### config.mk
export PLATFORM = sky130hd
export DESIGN_NAME = crypto_round_engine
export DESIGN_NICKNAME = d
export VERILOG_FILES = /design/src/rtl/crypto_round_engine.sv
export SDC_FILE = /design/constraint.sdc
export NUM_CORES = 1
export LEC_CHECK = 0
export BUFFER_PORTS_ARGS = -buffer_cell sky130_fd_sc_hd__buf_2
export CAP_MARGIN = 20
export CORE_MARGIN = 1.5
export CORE_UTILIZATION = 34
export DETAILED_ROUTE_END_ITERATION = 8
export GPL_TIMING_DRIVEN = 0
export PLACE_DENSITY = 0.56
export SYNTH_ARGS = -nofsm -noshare
export SYNTH_HDL_FRONTEND = slang
export SYNTH_SLANG_ARGS = --single-unit
### constraint.sdc
create_clock -name clk -period 3 [get_ports clk]
set_input_delay 0.15 -clock clk [delete_from_list [all_inputs] [get_ports clk]]
set_output_delay 0.15 -clock clk [all_outputs]
set_load 0.02 [all_outputs]
### src/rtl/crypto_round_engine.sv
// Iterative 8-bit key-XOR/rotate round engine with valid/ready byte handshakes.
// One round per clock; decrypt runs the encrypt rounds backwards with a pre-rotated key.
//
//   state | meaning
//   IDLE  | in_ready high, waiting for a byte
//   ROUND | one key-XOR + rotate round per cycle
//   DONE  | result presented, waiting for out_ready
module crypto_round_engine #(
  parameter int NUM_ROUNDS = 4,
  parameter int CNT_W      = 4
) (
  input  logic       clk,
  input  logic       rst_n,
  input  logic       in_valid,
  output logic       in_ready,
  input  logic [7:0] in_data,
  input  logic [7:0] in_key,
  input  logic       in_mode,
  output logic       out_valid,
  input  logic       out_ready,
  output logic [7:0] out_data,
  output logic       busy
);

  typedef enum logic [1:0] {
    IDLE  = 2'd0,
    ROUND = 2'd1,
    DONE  = 2'd2
  } state_t;

  localparam int                DEC_ROT  = (NUM_ROUNDS - 1) % 8;
  localparam logic [CNT_W-1:0]  CNT_LAST = CNT_W'(NUM_ROUNDS - 1);

  state_t           state_q, state_d;
  logic [7:0]       st_q, st_d;
  logic [7:0]       rk_q, rk_d;
  logic             mode_q, mode_d;
  logic [CNT_W-1:0] cnt_q, cnt_d;
  logic [7:0]       out_data_q, out_data_d;
  logic             out_valid_q, out_valid_d;

  logic [15:0]      key_dbl;
  logic [7:0]       key_dec;

  function automatic logic [7:0] rotr1(input logic [7:0] x);
    return {x[0], x[7:1]};
  endfunction

  function automatic logic [7:0] rotl1(input logic [7:0] x);
    return {x[6:0], x[7]};
  endfunction

  // Decrypt starts from the last encrypt round key: in_key rotated left NUM_ROUNDS-1 times.
  always_comb begin
    key_dbl = {in_key, in_key} << DEC_ROT;
    key_dec = key_dbl[15:8];
  end

  always_comb begin
    state_d     = state_q;
    st_d        = st_q;
    rk_d        = rk_q;
    mode_d      = mode_q;
    cnt_d       = cnt_q;
    out_data_d  = out_data_q;
    out_valid_d = out_valid_q;

    unique case (state_q)
      IDLE: begin
        if (in_valid) begin
          st_d    = in_data;
          rk_d    = in_mode ? key_dec : in_key;
          mode_d  = in_mode;
          cnt_d   = '0;
          state_d = ROUND;
        end
      end
      ROUND: begin
        if (mode_q) begin
          st_d = rotl1(st_q) ^ rk_q;
          rk_d = rotr1(rk_q);
        end else begin
          st_d = rotr1(st_q ^ rk_q);
          rk_d = rotl1(rk_q);
        end
        if (cnt_q == CNT_LAST) begin
          state_d = DONE;
        end else begin
          cnt_d = cnt_q + 1'b1;
        end
      end
      DONE: begin
        // First DONE cycle captures the result; the handshake is only honoured once it is shown.
        if (!out_valid_q) begin
          out_valid_d = 1'b1;
          out_data_d  = st_q;
        end else if (out_ready) begin
          out_valid_d = 1'b0;
          state_d     = IDLE;
        end
      end
      default: state_d = IDLE;
    endcase
  end

  always_ff @(posedge clk or negedge rst_n) begin
    if (!rst_n) begin
      state_q     <= IDLE;
      st_q        <= '0;
      rk_q        <= '0;
      mode_q      <= 1'b0;
      cnt_q       <= '0;
      out_data_q  <= '0;
      out_valid_q <= 1'b0;
    end else begin
      state_q     <= state_d;
      st_q        <= st_d;
      rk_q        <= rk_d;
      mode_q      <= mode_d;
      cnt_q       <= cnt_d;
      out_data_q  <= out_data_d;
      out_valid_q <= out_valid_d;
    end
  end

  assign in_ready  = (state_q == IDLE);
  assign busy      = (state_q == ROUND);
  assign out_valid = out_valid_q;
  assign out_data  = out_data_q;

endmodule

Word level (Yosys, flattened, before mapping)
Cells that the tools add are included.
{ "op_classes": {"eq_ne": 8, "n_reduce_logical": 7, "n_addsub": 1, "n_mux": 17, "n_bitwise": 3} }
{ "ops": {"columns": ["operator", "n"], "rows": [
  ["$mux 8", 5],
  ["$pmux 8 s2", 2],
  ["$xor 8x8->8", 2],
  ["$mux 2", 4],
  ["$mux 4", 2],
  ["$ne 2x2->1 const B", 4],
  ["$pmux 4 s2", 1],
  ["$pmux 2 s3", 1],
  ["$reduce_and 2->1", 3],
  ["$add 4x1->4 const B", 1],
  ["$eq 4x2->1 const B", 1],
  ["$reduce_and 4->1", 1],
  ["$reduce_and 3->1", 1],
  ["$eq 2x1->1 const B", 1],
  ["$eq 2x2->1 const B", 1],
  ["$logic_not 2->1", 1],
  ["$mux 1", 2],
  ["$ne 2x1->1 const B", 1],
  ["$reduce_bool 2->1", 1],
  ["$not 1->1", 1]
]} }
{ "totals": {"input_bits": 21, "reg_bits": 32} }

Longest topological paths before layout
Gate-level depths: netlist (run 1).
{ "logic_depth": {"word_depth": 3, "depth_mapped": 5, "mapped_depth_nobuf": 4} }

Worst setup path after synthesis (run 1)
Ideal clock, no wire load.
{ "synth_timing": {"path_type": "register to register", "start": "register cnt_q[0]", "end": "register cnt_q[0]", "setup_ns": 0.121, "setup_slack_ns": 1.430, "arrival_time_ns": 1.449, "period_less_slack_ns": 1.570, "stages_incl_launch_ff": 5, "path_buffers": 0, "required_time_ns": 2.879, "cell_sequence": "dfrtp_1 -> ha_1 -> nor3b_1 -> mux2_2 -> a22o_1"} }
{ "synth_via": {"elab_chain_len": 3} }
{ "synth_lines": {"columns": ["element", "line_no", "rtl"], "rows": [
  ["start: declaration", "38", "logic [CNT_W-1:0] cnt_q, cnt_d;"],
  ["start signal: assignment", "120", "cnt_q <= cnt_d;"],
  ["$add 4x1->4 or $eq 4x2->1 (tied branches)", "89, 86", null],
  ["$mux 4 or $ne 2x2->1 (tied branches)", null, null],
  ["$pmux 4 s2 or $reduce_and 3->1 (tied branches)", null, null]
]} }
Parallel ways exist; a longest one is shown, timed or not. The select of a mux whose other input is x is not followed.
A chain may end at the register's enable or synchronous reset.

Final worst setup path (run 1)
Same ends and word-level chain as after synthesis.

==> results of run 1 <==
==> power by group through the flow <==
stage / clock [mW] / combinational, mW / sequential (mW)
after global placement: 0 / 1.32 / 0.928
final: 0.348 / 1.33 / 0.920
after global routing: 0.376 / 1.48 / 0.955
after CTS: 0.358 / 1.35 / 0.923
after detailed placement: 0 / 1.33 / 0.929
after floorplan: 0 / 0.999 / 0.918
==> flip-flops by register name (all words and copies together) (netlist names) <==
name and flops:
out_valid 1, mode_q 1, cnt_q 4, st_q 8, rk_q 8, state_q 2, out_data 8
==> layer usage <==
layer,up-vias,wire [um],track usage [%]
met2,20,1926,24.91
met5,-,0,0
met4,0,54,4.909
met1,657,2099,19.82
met3,8,125,3.452
li1,685,-,-
==> cell families after synthesis <==
family / share of synthesized area, %
xor+xnor: 7.501
compound gates: 9.645
mux: 25.12
simple gates: 10.58
buf+inv: 3.616
flops: 42.87
fa+ha+maj: 0.6697
==> what timing repair did <==
item / CTS / global route
resized for setup: 0 / 0
hold buffers: 1 / 0
endpoints found under the setup margin: 0 / 0
hold endpoints to repair: 32 / 0
==> layout make-up <==
cell class / count / share of cell area, %
Clock buffer: 8 / 4.084
Tap cell: 70 / 3.970
Timing Repair Buffer: 31 / 7.260
Multi-Input combinational cell: 126 / 45.32
Sequential cell: 32 / 36.30
Buffer: 10 / 2.893
Inverter: 1 / 0.1702
==> worst max path at each step <==
stage / slack [ns] / from / endpoint
after floorplan: 1.43 / cnt_q[0]$_DFFE_PN0P_ / cnt_q[0]$_DFFE_PN0P_
after global placement: 1.28 / cnt_q[0]$_DFFE_PN0P_ / cnt_q[0]$_DFFE_PN0P_
after global routing: 1.15 / cnt_q[0]$_DFFE_PN0P_ / cnt_q[0]$_DFFE_PN0P_
after CTS: 1.28 / cnt_q[0]$_DFFE_PN0P_ / cnt_q[0]$_DFFE_PN0P_
after detailed placement: 1.30 / cnt_q[0]$_DFFE_PN0P_ / cnt_q[0]$_DFFE_PN0P_
final: 1.29 / cnt_q[0]$_DFFE_PN0P_ / cnt_q[0]$_DFFE_PN0P_
==> critical path: stages (launching register included) <==
cell and delay, ns:
sky130_fd_sc_hd__dfrtp_1 0.41, sky130_fd_sc_hd__ha_1 0.20, sky130_fd_sc_hd__nor3b_1 0.42, sky130_fd_sc_hd__mux2_2 0.39, sky130_fd_sc_hd__a22o_1 0.18
==> placed cells by master, fill, tap and decap left out, types with 2 or more instances in the layout <==
master / instances
sky130_fd_sc_hd__a21oi_1: 9
sky130_fd_sc_hd__a22o_1: 3
sky130_fd_sc_hd__buf_2: 32
sky130_fd_sc_hd__buf_4: 2
sky130_fd_sc_hd__buf_6: 2
sky130_fd_sc_hd__clkbuf_1: 5
sky130_fd_sc_hd__clkbuf_8: 6
sky130_fd_sc_hd__dfrtp_1: 32
sky130_fd_sc_hd__mux2_2: 19
sky130_fd_sc_hd__mux2i_1: 24
sky130_fd_sc_hd__nand2_1: 14
sky130_fd_sc_hd__nand2b_1: 2
sky130_fd_sc_hd__nor2_1: 3
sky130_fd_sc_hd__nor2b_1: 2
sky130_fd_sc_hd__nor4bb_1: 9
sky130_fd_sc_hd__o21ai_0: 17
sky130_fd_sc_hd__xor2_1: 16
==> run summary, run 1 <==
The combined global-route utilization of all metal layers is 15.22%. The proportion of layout cells with a drive suffix above 1 came out at 31.25%. The completed layout was analyzed and its total power is between 2 and 3 mW.

In this run, distinct cell masters in the synthesized netlist total 26. The number of DRC markers in iteration 0 is 52. The critical path launch point type is a flop. At the end of the flow, the number of nets in the layout was 229. The post-detailed-route wirelength per cell came out at 15.13 um. STA puts the critical path data arrival time at 1.88 ns. The number of buffers inserted during clock tree synthesis is 5. The run finished with clean final reports. For the final database, setup skew stands at 0.003883 ns. The finished cells cover 2206 sq um. Across all setup checks in the final design, the least slack found is 1.290 ns.

After floorplanning, the core was sized to cover 5205 sq um. The post-placement cell count is between 200 and 300. The final number of hold-violating endpoints was 0. The wire-length estimate of the detail-placed layout is 2920 um.

The worst path required time came out at 3.17 ns. The number of max-cap violations came out at 0. The total congestion overflow after global routing came out at 0. The synthesis-to-layout area growth came out at 18.08%. The clock network power share is 13.4%.

The initial antenna violation count is 0. sky130_fd_sc_hd__dfrtp_1 is the most common cell in the netlist. After clock tree synthesis, the clock-pin slew on the worst setup and hold paths is around 0.070 ns. The biggest area contributor in the post-synthesis netlist is sky130_fd_sc_hd__dfrtp_1. The fraction of registers with async set/reset came out at between 90% and 100%. The final standard cell utilization of the core is a little over two fifths.

The leading register cell type out of synthesis is sky130_fd_sc_hd__dfrtp_1. Sequential cells burn 35.4% of the power. Combinational logic is responsible for 51.2% of the overall power.

By count the netlist is led by sky130_fd_sc_hd__dfrtp_1, sky130_fd_sc_hd__mux2i_1, sky130_fd_sc_hd__mux2_2. The class of the most critical setup path is flop to flop. The first-pass GRT wire length is roughly 7000 um. The die boundary height is 77.13 um. After synthesis, the cell types taking the most area are sky130_fd_sc_hd__dfrtp_1, sky130_fd_sc_hd__mux2i_1, sky130_fd_sc_hd__mux2_2, sky130_fd_sc_hd__xor2_1, sky130_fd_sc_hd__nor4bb_1. The worst hold path belongs to the class primary input to flop. In this run switching power makes up 41.97% of total power. The setup TNS came out at 0 ns. The internal power summed over all cells came out at 1.508 mW. 32 I/O pins were placed. The standby leakage power is 1.052 nW. The cell area after technology mapping came out at 1868 sq um. The number of placement rows is 26. The detailed-route wire length came out at between 4000 and 5000 um. For this run, the top clock speed supported by timing is between 500 and 600 MHz. The final cell count without fillers came out at ~280.

The post-synthesis area per instance came out at 11.05 sq um. Of the synthesized area, sequential elements account for 42.87%. The number of fill cells is between 500 and 600. The worst path in the final design needs a cycle of ~1.7 ns, including I/O delays and setup. The worst-case reg-to-reg path depth came out at 4. The area after detailed placement is 2106 sq um. Synthesis produced 169 cells. The power per unit of standard cell area is 1178 nW/um^2. The beginning of the worst hold path is out_ready.

The total of endpoints with negative setup slack in the final report came out at 0. The tree is rooted in a sky130_fd_sc_hd__clkbuf_8. The area of all sequential standard cells is 800.8 sq um. The first TritonRoute pass finished after 4 iterations. TritonCTS built the clock tree. The worst flop-to-flop path endpoint is cnt_q[0]$_DFFE_PN0P_.

The overall die area is just under 6000 sq um. In the final layout, the multi-input gates occupy approximately 1000 sq um. The clock sink count came out at 32. The maximum number of pins on one net before global-route repair is 33. The maximum vdd drop is 556.3 uV.

The quantity of I/O buffers inserted on ports came out at 30. The net load switching power came out at 1.091 mW. The effective utilization at floorplan came out at 35.89%. The number of pins with negative max-slew slack in the final report came out at 0.

The final estimated routing congestion in global placement is 0.7342. The worst setup path is captured at a flop. The H-tree depth came out at 2. The post-detailed-route via-to-cell ratio came out at approximately 4.9. The area share of the largest cell type after synthesis is 42.87%. The post-CTS setup-driven buffer insertion count is 0. The antenna cell count is 0. The die extent in x is just under 80 um. The pre-CTS setup slack came out at 1.301 ns.

The startpoint of the lowest-slack register-to-register path is cnt_q[0]$_DFFE_PN0P_. The number of global-route vias before repair was 1409. The path with the worst hold slack has its endpoint at out_valid$_DFFE_PN0N_. In this run the remaining antenna-violating nets after routing total 0. The total nets after synthesis is roughly 190. The yosys synthesis warning count came out at 0.

The post-route fraction of the period consumed by the critical path came out at 57.01%. The worst-path maximum fanout is 5. The clock network latency to the later pin of the worst-skew pair is roughly 0.28 ns. Headroom to the max-slew limit came out at 49.01%. The cell count of the worst hold path is 3. The maximum clock path buffer count is 2. The setup slack on the worst flop-to-flop path is 1.29 ns. Setup repair after global routing left no endpoint under its margin. Hold timing on the final database bottoms out at a slack of 0.1440 ns. The DRC violation count after routing is 0. Counting flops and latches in the post-synthesis netlist gives 32. The number of enable-type register cells in the synthesized netlist came out at 0.

For the pin with the worst max-slew slack, the measured transition is 0.7648 ns. The via count is 1370.
(Power assumes the default switching activity.)
==> run 2: changes to the inputs <==
Settings changed: PLACE_DENSITY 0.56 to 0.58.
Clock period 3 ns to 1.4 ns, I/O delays scaled along.
==> run 2 against run 1 <==
Against the previous run:
- the run now ends with negative setup slack left
- final area rose by 8.7%
- sequential power rose by 110%
- global-route usage rose by 0.62 points
- non-clock buffer count rose by 15
- highest routed layer unchanged
==> run summary, run 2 (synthesis results as in run 1) <==
The quantity of I/O buffers inserted on ports is 30. Compared with the post-synthesis result, the final layout area differs by 28.33%. The setup slack of the critical path after layout is -0.02993 ns.

The finished layout holds 293 standard cells, fillers aside. The final number of hold-violating endpoints came to 0. The worst setup path is of the flop to flop kind. The initial antenna violation count is 0.

The number of ports placed on the die boundary is 32. The critical path launch point type is a flop. The clock sink count is 32. The switching part of the total is between 40% and 50%. The portion of total power attributed to sequential cells came out at approximately 32%.

The placeable core region came out at 5205 sq um. STA classifies the critical path endpoint as a flop. The count of nets after finishing is 244. The total of endpoints with negative setup slack in the final report came out at 2. The worst-path maximum fanout came out at 3. TritonCTS built the clock tree.

The final estimated routing congestion in global placement is about 0.76. The effective utilization at floorplan came out at a little over a third. The number of routed nets with antenna violations came out at 0. The number of pins with negative max-slew slack in the final report is 0. In the final timing run, aggregate negative setup slack is -0.05489 ns.

The worst clock skew is 0.009042 ns. Leaving out fill and tap cells, the most frequent cells in the layout are sky130_fd_sc_hd__buf_2, sky130_fd_sc_hd__dfrtp_1, sky130_fd_sc_hd__mux2i_1. The maximum vdd drop is 1462 uV. The run finished, with violations left.

The total congestion overflow after global routing is 0. The power per unit of standard cell area came out at between 2000 and 3000 nW/um^2. The die boundary height came out at 77.13 um. The fmax came out at between 600 and 700 MHz. Dividing the detail-routed wire length by the instance count gives between 15 and 20 um. The clock root buffer master is sky130_fd_sc_hd__clkbuf_8.

The number of buffers inserted during clock tree synthesis is 5. The checks that failed: negative setup slack. The internal power summed over all cells came out at approximately 3.6 mW. For the finished layout, the period the worst path requires is 1.430 ns. The first-pass GRT wire length came out at between 7000 and 8000 um. The first routing iteration left 85 violations. Combinational cells account for 55.6% of the total power. The overall die area came out at 5948 sq um. The DRC violation count after routing is 0. The proportion of layout cells with a drive suffix above 1 is 40.81%. At the pin with the least slew margin, the transition time is 0.7493 ns. The standby leakage power came out at 1.159 nW. The die extent in x is 77.13 um. The net load switching power is between 2 and 2.5 mW.

The arrival time of the worst setup path came out at 1.60 ns. The maximum clock path buffer count is 2. The number of global-route vias before repair was 1464. The worst path required time is 1.57 ns. The clock network power share came out at 12.2%. Entering global routing, the biggest net connects 33 pins. Once placement completed, the tool counted placed cells totaling 269.

The number of detailed-routing iterations run before antenna repair came out at 4. Across the run, the number of max-cap violations was 0. The worst hold path belongs to the class primary input to flop. The detailed-route wire length is 4423 um.

The relative slew slack is 50.04%. Dividing the detail-routed via count by the number of cells gives 4.952. The via count came out at around 1500. The post-route fraction of the period consumed by the critical path came out at 102.1%.

The clock network latency to the later pin of the worst-skew pair came out at 0.29 ns. The number of placement rows is 26. The antenna cell count came out at 0.

The combined global-route utilization of all metal layers is 15.84%. The H-tree depth came out at 2. Setup repair after global routing could not meet its margin everywhere.

After legalization and detailed placement, the total HPWL measured 2922 um. Clock-pin slew was measured on the worst setup and hold paths at around 0.07 ns.
==> run 2: cell types whose count changed in the layout (fill, tap and decap cells not counted), sizes merged <==
cell / change
buf: +15
==> run 2: area by class of cell <==
type / instances / area (sq um)
Sequential cell: 32 / 803.3
Inverter: 1 / 3.754
Tap cell: 70 / 87.58
Fill cell: 522 / 2808
Multi-Input combinational cell: 126 / 1056
Clock buffer: 8 / 90.09
Timing Repair Buffer: 47 / 295.3
Buffer: 9 / 61.31
==> run 2: worst paths after layout <==
path                                           end                    start  depth (start not counted)  slack, ns
max reg2reg                   cnt_q[1]$_DFFE_PN0P_     cnt_q[1]$_DFFE_PN0P_                          4      -0.03
min                          out_valid$_DFFE_PN0N_                out_ready                          3       0.05
max                           cnt_q[1]$_DFFE_PN0P_     cnt_q[1]$_DFFE_PN0P_                          4      -0.03
min reg2reg                out_data[5]$_DFFE_PN0P_  out_data[5]$_DFFE_PN0P_                          1       0.50
max in group asynchronous   state_q[0]$_DFFE_PN0P_                    rst_n                          2       0.48
min in group asynchronous  out_data[5]$_DFFE_PN0P_                    rst_n                          2       0.38
==> run 2: repair_timing <==
action                                  CTS  global route
gates resized for setup                   8            14
pin swaps                                 2             2
hold endpoints to repair                 32             0
buffers inserted                          7             9
endpoints found under the setup margin   20            28
hold buffers                              1             0
==> run 2: routing by layer <==
| metal | global-route usage (%) | up-vias | routed length (um) |
|---|---|---|---|
| met5 | 0 | - | 0 |
| met4 | 4.727 | 0 | 46 |
| met3 | 4.048 | 6 | 179 |
| met2 | 24.12 | 29 | 2041 |
| met1 | 22.04 | 711 | 2155 |
| li1 | - | 705 | - |
==> run 2: per-stage QoR <==
stage          total power [mW]  area (sq um)  hold slack, ns  worst slack [ns]  utilization (%)
2_1_floorplan             4.137          1879         -0.2256          -0.01561                -
3_3_place_gp              4.853          2117          0.1780           -0.2165            40.67
3_5_place_dp              4.874          2117          0.1803           -0.2158            40.67
4_1_cts                   5.814          2286         0.05010          -0.02226            43.92
5_1_grt                   6.590          2397         0.07937           -0.1132            46.06
6_report                  6.112          2397         0.05324          -0.02993            46.06
==> run 2: critical path, stage by stage, from the launching register on <==
cell and delay [ns]:
sky130_fd_sc_hd__dfrtp_1 0.37, sky130_fd_sc_hd__ha_2 0.18, sky130_fd_sc_hd__nor3b_4 0.27, sky130_fd_sc_hd__mux2_4 0.32
sky130_fd_sc_hd__a22o_1 0.18
==> run 2: power by group through the flow <==
stage | registers [mW] | logic [mW] | clock network [mW]
after floorplan | 1.98 | 2.16 | 0
after global placement | 2.00 | 2.85 | 0
after detailed placement | 2.00 | 2.87 | 0
after CTS | 1.96 | 3.09 | 0.764
after global routing | 2.05 | 3.74 | 0.799
final | 1.97 | 3.40 | 0.748
==> run 3: changes to the inputs <==
Settings changed: CELL_PAD_IN_SITES_DETAIL_PLACEMENT set to 1, CELL_PAD_IN_SITES_GLOBAL_PLACEMENT set to 2, CORE_UTILIZATION 34 to 32, PLACE_DENSITY 0.58 to 0.77.
==> run 3 against run 2 <==
Against the previous run:
- the flow still finishes with violations (negative setup slack)
- hold slack improved by 0.022 ns
- utilization decreased by 3.4 points
- clock skew decreased by 0.00095 ns
- worst setup slack got worse by 0.0071 ns
- sequential share of layout area increased by 0.25 points
- first-iteration DRC count decreased by 54%
- count of clock-buffer cells in the layout unchanged
- clock power decreased by 2%
- critical path type unchanged
- critical endpoint unchanged
- largest cell class unchanged
- largest power group unchanged
==> run summary, run 3 (synthesis results as in run 1) <==
The net load switching power came out at 2.515 mW. The post-detailed-route via-to-cell ratio is between 4 and 5. The finished layout holds 290 standard cells, fillers aside. The clock sink count is 32. The via count is 1423. The internal power summed over all cells came out at 3.554 mW.

The number of ports placed on the die boundary is 32. After detailed routing, the number of remaining DRC violations is 0. The die boundary height came out at 79.41 um. The worst pin sits at a relative slew slack of 50.82%. The library cell used most frequently in the layout, excluding fill and tap cells, is sky130_fd_sc_hd__dfrtp_1. STA classifies the critical path startpoint as a flop.

The number of max-cap violations is 0. Of the available clock period, the critical path in the final layout requires 102.6%. The maximum number of pins on one net before global-route repair is 33. The worst clock skew came out at 0.008090 ns. Registers take 803.3 sq um. The maximum vdd drop is 1104 uV. The clock network latency to the later pin of the worst-skew pair came out at slightly below 0.3 ns. The number of global-route vias before repair is roughly 1500. The number of buffers inserted during clock tree synthesis came out at 5. The initial antenna violation count came out at 0. The portion of total power attributed to sequential cells came out at 33.1%. For the worst setup path, the data required time is 1.57 ns. Setup violations remaining at the end of the flow were counted as 2. For this run, the slowest stage of the critical path takes 0.37 ns. The number of DRC markers in iteration 0 is 39.

Including well taps, the total number of placed cells is 271. The antenna cell count is 0. The final estimated routing congestion in global placement is 0.7431.

The first TritonRoute pass finished after 4 iterations. The maximum clock path buffer count is 2. Measured on the finished design, the core utilization comes to between 40% and 50%. The total congestion overflow after global routing came out at 0. Setup repair after global routing could not meet its margin everywhere. The critical path capture point type is a flop. The worst-path maximum fanout came out at 3. The worst-margin pin slew came out at 0.7377 ns. Global routing used 16.71% of the available tracks. Walking the worst path, the cells encountered are ha_2 > nor3b_4 > mux2_4 > a22o_1. The setup slack of the critical path after layout is -0.03700 ns. The number of pins with negative max-slew slack in the final report came to 0. By startpoint and endpoint, the worst setup path is classified as flop to flop.

The effective utilization at floorplan is between 30% and 40%. The clock transition at the registers of the reported paths came out at 0.06 ns. The die extent in x came out at just under 80 um.

In this run the static leakage power is 1.142 nW. The worst hold path belongs to the class primary input to flop. The quantity of I/O buffers inserted on ports came out at 30. The flow ran to the end, but the final reports show violations.

The footprint of the multi-input gates came out at approximately 1100 sq um. The final number of hold-violating endpoints was 0. The first global-routing pass estimated 7914 um of wire. The family with the most delay on the worst path is flip-flops.

The placed wire-length estimate came out at 3248 um. In this run, the clock network consumes 12.1% of the power. Before CTS, the worst setup slack after placement is -0.2249 ns.

The switching part of the total is 41.44%. Clock tree synthesis selected as its root buffer the cell sky130_fd_sc_hd__clkbuf_8. The clock tree from TritonCTS is done. The synthesis-to-layout area growth came out at 27.39%.

The post-detailed-route wirelength per cell came out at roughly 16 um. The H-tree depth is 2. The number of fill cells is 636.

The number of buffer and inverter stages on the critical path came out at 0. The fmax came out at 695.9 MHz. The proportion of layout cells with a drive suffix above 1 is 39.45%.

For this design, the slowest cell found on the critical path is sky130_fd_sc_hd__dfrtp_1. The checks that failed: negative setup slack. Combinational logic burns 54.7% of the power. The detailed-route wire length came out at 4747 um. The shortest period the worst path allows came out at 1.437 ns. In the layout the commonest cells are sky130_fd_sc_hd__dfrtp_1, sky130_fd_sc_hd__buf_2, sky130_fd_sc_hd__mux2i_1. Dividing total power by cell area gives a power density of 2550 nW/um^2. The placeable core region came out at 5574 sq um. Row generation in the floorplan step produced 27 rows. The arrival time of the worst setup path is 1.61 ns.

The count of nets after finishing is between 200 and 250. The number of routed nets with antenna violations came out at 0. The overall die area came out at 6305 sq um.
-- run 3: path summary, 6_finish.rpt --
check	startpoint	endpoint	slack, ns	cells after the start
worst max-delay path	cnt_q[0]$_DFFE_PN0P_	cnt_q[1]$_DFFE_PN0P_	-0.04	4
worst min-delay path	out_ready	out_valid$_DFFE_PN0N_	0.08	3
worst max register to register	cnt_q[0]$_DFFE_PN0P_	cnt_q[1]$_DFFE_PN0P_	-0.04	4
worst min register to register	out_data[5]$_DFFE_PN0P_	out_data[5]$_DFFE_PN0P_	0.51	1
max in group asynchronous	rst_n	state_q[1]$_DFFE_PN0P_	0.50	2
min in group asynchronous	rst_n	rk_q[7]$_DFFE_PN0P_	0.38	2
-- run 3: cell type report --
| type | instances | area share [%] |
|---|---|---|
| multi-input combinational | 126 | 45.01 |
| inverter | 1 | 0.1577 |
| timing repair buffer | 42 | 10.99 |
| tap | 72 | 3.785 |
| clock buffer | 8 | 3.785 |
| sequential | 32 | 33.75 |
| buffer | 9 | 2.524 |
-- run 3: per-layer routing --
| metal | routed length, um | global-route usage, % | vias up | part of all wire (%) |
|---|---|---|---|---|
| met4 | 61 | 5.789 | 0 | 1.3 |
| li1 | - | - | 699 | - |
| met2 | 2362 | 27.61 | 22 | 50 |
| met3 | 122 | 3.657 | 9 | 2.6 |
| met5 | 0 | 0 | - | 0 |
| met1 | 2199 | 21.53 | 693 | 46 |
-- run 3: power groups by stage --
stage                     clock [mW]  combinational [mW]  sequential [mW]
after detailed placement           0                2.93             2.04
final                          0.735                3.32             2.01
after floorplan                    0                2.16             1.98
after global placement             0                2.86             2.02
after global routing           0.800                3.71             2.09
after CTS                      0.771                3.25             2.00
-- run 3: what timing repair did --
action                                 in CTS  in global routing
hold buffers                                1                  0
resized for setup                          11                 14
pin swaps                                   2                  2
cloned                                      0                  0
endpoints found under the hold margin      32                  0
setup endpoints to repair                  28                 27
buffers inserted                            9                  2
-- run 3: metrics by stage --
stage / instance area, sq um / power [mW] / TNS [ns] / hold slack (ns)
2_1_floorplan: 1879 / 4.137 / -0.03122 / -0.2256
3_3_place_gp: 2120 / 4.884 / -2.404 / 0.1813
3_5_place_dp: 2120 / 4.973 / -2.841 / 0.1879
4_1_cts: 2317 / 6.027 / -0.04557 / 0.07053
5_1_grt: 2380 / 6.604 / -0.4101 / 0.1018
6_report: 2380 / 6.069 / -0.05687 / 0.07558
-- run 3: tightest hold or removal path, delay by kind of cell --
kind                   cells  cell delay, ns
AOI/OAI and AO/OA          1            0.12
and+or+nand+nor            1            0.05
buffers and inverters      1            0.08
